--- src/rtl/load_store_unit.sv ---
// Load/store unit: byte/half/word loads and stores against a word memory.
// Ports: req_* (CPU request), resp_* (CPU response), mem_* (data memory).
// Build option: LSU_MISALIGN_TRAP_EN makes misaligned accesses fault.
module load_store_unit #(
  parameter int MEM_DEPTH = 256
) (
  input  logic        clk,
  input  logic        rst,
  input  logic        req_valid,
  output logic        req_ready,
  input  logic        req_we,
  input  logic [1:0]  req_size,
  input  logic        req_signed,
  input  logic [31:0] req_addr,
  input  logic [31:0] req_wdata,
  output logic        resp_valid,
  input  logic        resp_ready,
  output logic [31:0] resp_rdata,
  output logic        resp_err,
  output logic [31:0] mem_addr,
  output logic [31:0] mem_wdata,
  output logic        mem_wen,
  input  logic [31:0] mem_rdata
);

  typedef enum logic [1:0] {IDLE, RD, WR, RESP} state_t;

  state_t      state_q, state_d;
  logic        we_q;
  logic [1:0]  size_q;
  logic        sgn_q;
  logic [31:0] addr_q;
  logic [31:0] wd_q;

  logic [31:0] widx;
  logic        misal;
  logic        bad;

  assign widx = {2'b00, req_addr[31:2]};

  always_comb begin
    misal = 1'b0;
`ifdef LSU_MISALIGN_TRAP_EN
    misal = (req_size == 2'b01 && req_addr[0])
         || (req_size == 2'b10 && req_addr[1:0] != 2'b00);
`endif
    bad = (req_size == 2'b11)
       || (widx >= 32'(MEM_DEPTH))
       || misal;
  end

  // Lane extraction for loads and lane merge for sub-word stores.
  // Halfword lane uses addr[1] only, so addr[0] is ignored.
  logic [31:0] bshift;
  logic [7:0]  lb;
  logic [15:0] lh;
  logic [31:0] ld_data;
  logic [31:0] lmask;
  logic [31:0] lnew;
  logic [31:0] merged;

  always_comb begin
    bshift = mem_rdata >> {addr_q[1:0], 3'b000};
    lb     = bshift[7:0];
    lh     = addr_q[1] ? mem_rdata[31:16] : mem_rdata[15:0];
    unique case (size_q)
      2'b00:   ld_data = sgn_q ? {{24{lb[7]}}, lb}
                               : {24'h0, lb};
      2'b01:   ld_data = sgn_q ? {{16{lh[15]}}, lh}
                               : {16'h0, lh};
      default: ld_data = mem_rdata;
    endcase
    if (size_q == 2'b00) begin
      lmask = 32'h0000_00ff << {addr_q[1:0], 3'b000};
      lnew  = {24'h0, wd_q[7:0]} << {addr_q[1:0], 3'b000};
    end else begin
      lmask = 32'h0000_ffff << {addr_q[1], 4'b0000};
      lnew  = {16'h0, wd_q[15:0]} << {addr_q[1], 4'b0000};
    end
    merged = (mem_rdata & ~lmask) | lnew;
  end

  always_comb begin
    state_d    = state_q;
    req_ready  = 1'b0;
    resp_valid = 1'b0;
    mem_wen    = 1'b0;
    mem_addr   = 32'h0;
    mem_wdata  = 32'h0;
    unique case (state_q)
      IDLE: begin
        req_ready = 1'b1;
        if (req_valid) begin
          if (bad)
            state_d = RESP;
          else if (req_we && req_size == 2'b10)
            state_d = WR;
          else
            state_d = RD;
        end
      end
      RD: begin
        mem_addr = {2'b00, addr_q[31:2]};
        state_d  = we_q ? WR : RESP;
      end
      WR: begin
        mem_addr  = {2'b00, addr_q[31:2]};
        mem_wen   = 1'b1;
        mem_wdata = wd_q;
        state_d   = RESP;
      end
      RESP: begin
        resp_valid = 1'b1;
        if (resp_ready)
          state_d = IDLE;
      end
      default: state_d = IDLE;
    endcase
  end

  always_ff @(posedge clk) begin
    if (rst) begin
      state_q    <= IDLE;
      we_q       <= 1'b0;
      size_q     <= 2'b00;
      sgn_q      <= 1'b0;
      addr_q     <= 32'h0;
      wd_q       <= 32'h0;
      resp_rdata <= 32'h0;
      resp_err   <= 1'b0;
    end else begin
      state_q <= state_d;
      unique case (state_q)
        IDLE: begin
          if (req_valid) begin
            we_q       <= req_we;
            size_q     <= req_size;
            sgn_q      <= req_signed;
            addr_q     <= req_addr;
            wd_q       <= req_wdata;
            resp_rdata <= 32'h0;
            resp_err   <= bad;
          end
        end
        RD: begin
          // Sub-word store: old word with the new lane becomes write data.
          if (we_q)
            wd_q <= merged;
          else
            resp_rdata <= ld_data;
        end
        default: ;
      endcase
    end
  end

endmodule

--- config.mk ---
export PLATFORM = sky130hd
export DESIGN_NAME = load_store_unit
export DESIGN_NICKNAME = d
export VERILOG_FILES = /design/src/rtl/load_store_unit.sv
export SDC_FILE = /design/constraint.sdc
export NUM_CORES = 1
export LEC_CHECK = 0
export CAP_MARGIN = 5
export CORE_ASPECT_RATIO = 2
export CORE_UTILIZATION = 40
export DETAILED_ROUTE_END_ITERATION = 7
export GPL_ROUTABILITY_DRIVEN = 1
export PLACE_DENSITY_LB_ADDON = 0.3
export SYNTH_ARGS = -nofsm -noshare
export SYNTH_HDL_FRONTEND = slang
export SYNTH_SLANG_ARGS = --single-unit
--- constraint.sdc ---
create_clock -name clk -period 1.78 [get_ports clk]
set_input_delay 0.445 -clock clk [delete_from_list [all_inputs] [get_ports clk]]
set_output_delay 0.445 -clock clk [all_outputs]
set_load 0.02 [all_outputs]
==> flow_metrics.env <==
export IMPL_yosysWarnings=0
export IMPL_fin_ws_ps=-191
export IMPL_cts_tree="built"
export IMPL_worstPathArrival_ps=1530
export IMPL_cts_hold_buf=0
export IMPL_pwr_share_clk_pct=16.7
export IMPL_p_switching_mw=5.05
export IMPL_clockBufferDepth=2
export IMPL_ant_nets=0
export IMPL_peakVddDrop_mv=0.913
export IMPL_synth_area_mux_share_pct=3.79
export IMPL_synth_seq_cells=103
export IMPL_worstMarginPinSlew_ps=622
export IMPL_path_clk_slew_ps=70
export IMPL_synthTopCellsByArea="dfxtp_1 (36%), and2_1 (7.0%), a21oi_1 (6.2%)"
export IMPL_whs_ps=462
export IMPL_grt_pass1_vias=6492
export IMPL_synth_top_family_by_area="compound AO/OA/AOI/OAI gates"
export IMPL_die_area_um2=14700
export IMPL_place_area_um2=8460
export IMPL_violations="negative setup slack"
export IMPL_synth_cell_types=64
export IMPL_leakage_nw=4.18
export IMPL_finClkSkew_ps=6.25
export IMPL_vias=6580
export IMPL_maxCapViolations=0
export IMPL_grt_pass1_wl_um=34600
export IMPL_clock_latency_ps=350
export IMPL_via_per_inst=5.73
export IMPL_cp_required_ps=1330
export IMPL_io_pins=204
export IMPL_h_tree_depth=3
export IMPL_crit_fanout=7
export IMPL_start_util_pct=40.9
export IMPL_synth_top_cells_by_count="dfxtp_1 (103), nand2_1 (93), a21oi_1 (70)"
export IMPL_status="complete, but fails checks"
export IMPL_grt_max_degree=32
export IMPL_syn_area_um2=5680
export IMPL_die_width_um=86.3
export IMPL_yosysTopAreaCellShare_pct=36.3
export IMPL_combPwrFrac_pct=56.6
export IMPL_fin_area_um2=9670
export IMPL_wl_um=23800
export IMPL_row_count=61
export IMPL_drive_gt1_share_pct=34.2
export IMPL_post_dp_hpwl_um=16900
export IMPL_grt_overflow=0
export IMPL_root_buffer="clkbuf_16"
export IMPL_power_internal_mw=7.64
export IMPL_clkSinkCount=103
export IMPL_grtUsageTotal_pct=30.8
export IMPL_antenna_found_initial=1
export IMPL_yosysMostFrequentCell="dfxtp_1"
export IMPL_highest_layer="met4"
export IMPL_dr_pass1_iters=5
export IMPL_synth_edff_count=0
export IMPL_place_congestion=0.925
export IMPL_die_h_um=171
export IMPL_hold_violations=0
export IMPL_synth_compound_area_share_pct=29.8
export IMPL_hp_class="flip-flop to flip-flop"
export IMPL_areaGrowthSynthToFinish_pct=70.2
export IMPL_p_per_area_nw_per_um2=1310
export IMPL_wl_met3_um=1490
export IMPL_tns_ps=-9640
export IMPL_period_share_pct=111
export IMPL_async_flop_share_pct=0
export IMPL_end_kind="primary output"
export IMPL_avgSynthCellArea_um2=8.23
export IMPL_fin_nets=1062
export IMPL_synthSimpleGateAreaFrac_pct=22.2
export IMPL_avgRoutedWirePerCell_um=20.7
export IMPL_p_total_mw=12.7
export IMPL_coreArea_um2=13900
export IMPL_relSlewSlack_pct=58.5
export IMPL_p_sw_share_pct=39.8
export IMPL_wl_met2_um=12800
export IMPL_seq_area_frac_synth_pct=36.3
export IMPL_synth_xor_area_share_pct=0
export IMPL_cp_start_kind="flip-flop"
export IMPL_fmax_ghz=0.507
export IMPL_seqPwrFrac_pct=26.6
export IMPL_rsz0062_at_grt="true"
export IMPL_m1WireLength_um=7990
export IMPL_slew_viol_final=0
export IMPL_path_class="flip-flop to primary output"
export IMPL_drc=0
export IMPL_synthAdderAreaFrac_pct=0.880
export IMPL_setup_viol=76
export IMPL_synth_area_leader_cell="dfxtp_1"
export IMPL_io_buffers=201
export IMPL_pre_cts_ws_ps=-351
export IMPL_syn_inst=691
export IMPL_cts_buffers=9
export IMPL_ys_flop_type="dfxtp_1"
export IMPL_first_iter_violations=471
export IMPL_final_min_clock_period_ps=1970
[registers in the layout (all words and copies together), names as in the netlist]
signal,cells
addr_q,32
resp_err,1
resp_rdata,32
sgn_q,1
size_q,2
state_q,2
wd_q,32
we_q,1
[stage by stage]
stage / instances / util (%)
2_1_floorplan: 692 / -
6_report: 1149 / 69.6
4_1_cts: 1134 / 64.7
3_3_place_gp: 1111 / 60.9
5_1_grt: 1149 / 69.6
3_5_place_dp: 1111 / 60.9
[power groups by stage]
stage	registers, mW	clock network [mW]	logic [mW]
2_1_floorplan	3.26	0	3.00
3_3_place_gp	3.35	0	5.24
3_5_place_dp	3.36	0	5.35
4_1_cts	3.34	2.13	5.98
5_1_grt	3.44	2.23	7.58
6_report	3.38	2.12	7.18
[cells in the final DEF, fill, tap and decap left out, types with 16 or more instances in the layout]
cell type        instances
buf_6                   74
a21oi_1                 69
clkdlybuf4s50_1        107
nand2_1                 92
buf_4                   82
clkbuf_16               16
o21ai_0                 41
dfxtp_1                 99
dlymetal6s2s_1          19
and2_4                  58
o2bb2ai_1               34
[cell families (layout without fill, tap and decap cells)]
family / count (synthesis) / count (layout)
AOI/OAI and AO/OA: 246 / 246
muxes: 19 / 19
other: 1 / 3
and+or+nand+nor: 234 / 234
adders and majority gates: 4 / 4
buffers and inverters: 84 / 351
DFF: 103 / 103
[cell type report]
type / instances / area (um2)
fillers: 1103 / 4220
multi-input cells: 505 / 3600
repair buffers: 318 / 3380
flip-flops and latches: 103 / 2070
clock buffers: 10 / 239
well taps: 189 / 236
clock inverters: 6 / 75.1
inverters: 17 / 68.8
diodes: 1 / 2.50
[worst paths after layout]
kind         startpoint           end  depth (start not counted)  slack, ps
max reg2reg  state_q[1]       wd_q[0]                          8        -90
min reg2reg  addr_q[10]    addr_q[10]                          2        460
min          addr_q[10]    addr_q[10]                          2        460
max          state_q[1]  mem_addr[15]                          5       -190
[what timing repair did]
action                                  CTS  global route
resized for setup                       402           149
cloned                                    3             8
endpoints found under the setup margin  135           128
pin swaps                                 7            25
buffers inserted                          4             7
[worst max-delay path: stages, from the launching register on]
cell and delay [ps]:
dfxtp_4 380, inv_4 40, ha_4 320, clkbuf_16 170, and2_4 140, buf_6 100
[per-layer routing]
metal,GRT usage (%),up-vias
met5,0,-
met3,5.69,85
met2,57.3,323
met1,30.5,3132
li1,-,3040
met4,19.6,0
Note: power is estimated with default switching activity, not from simulation.
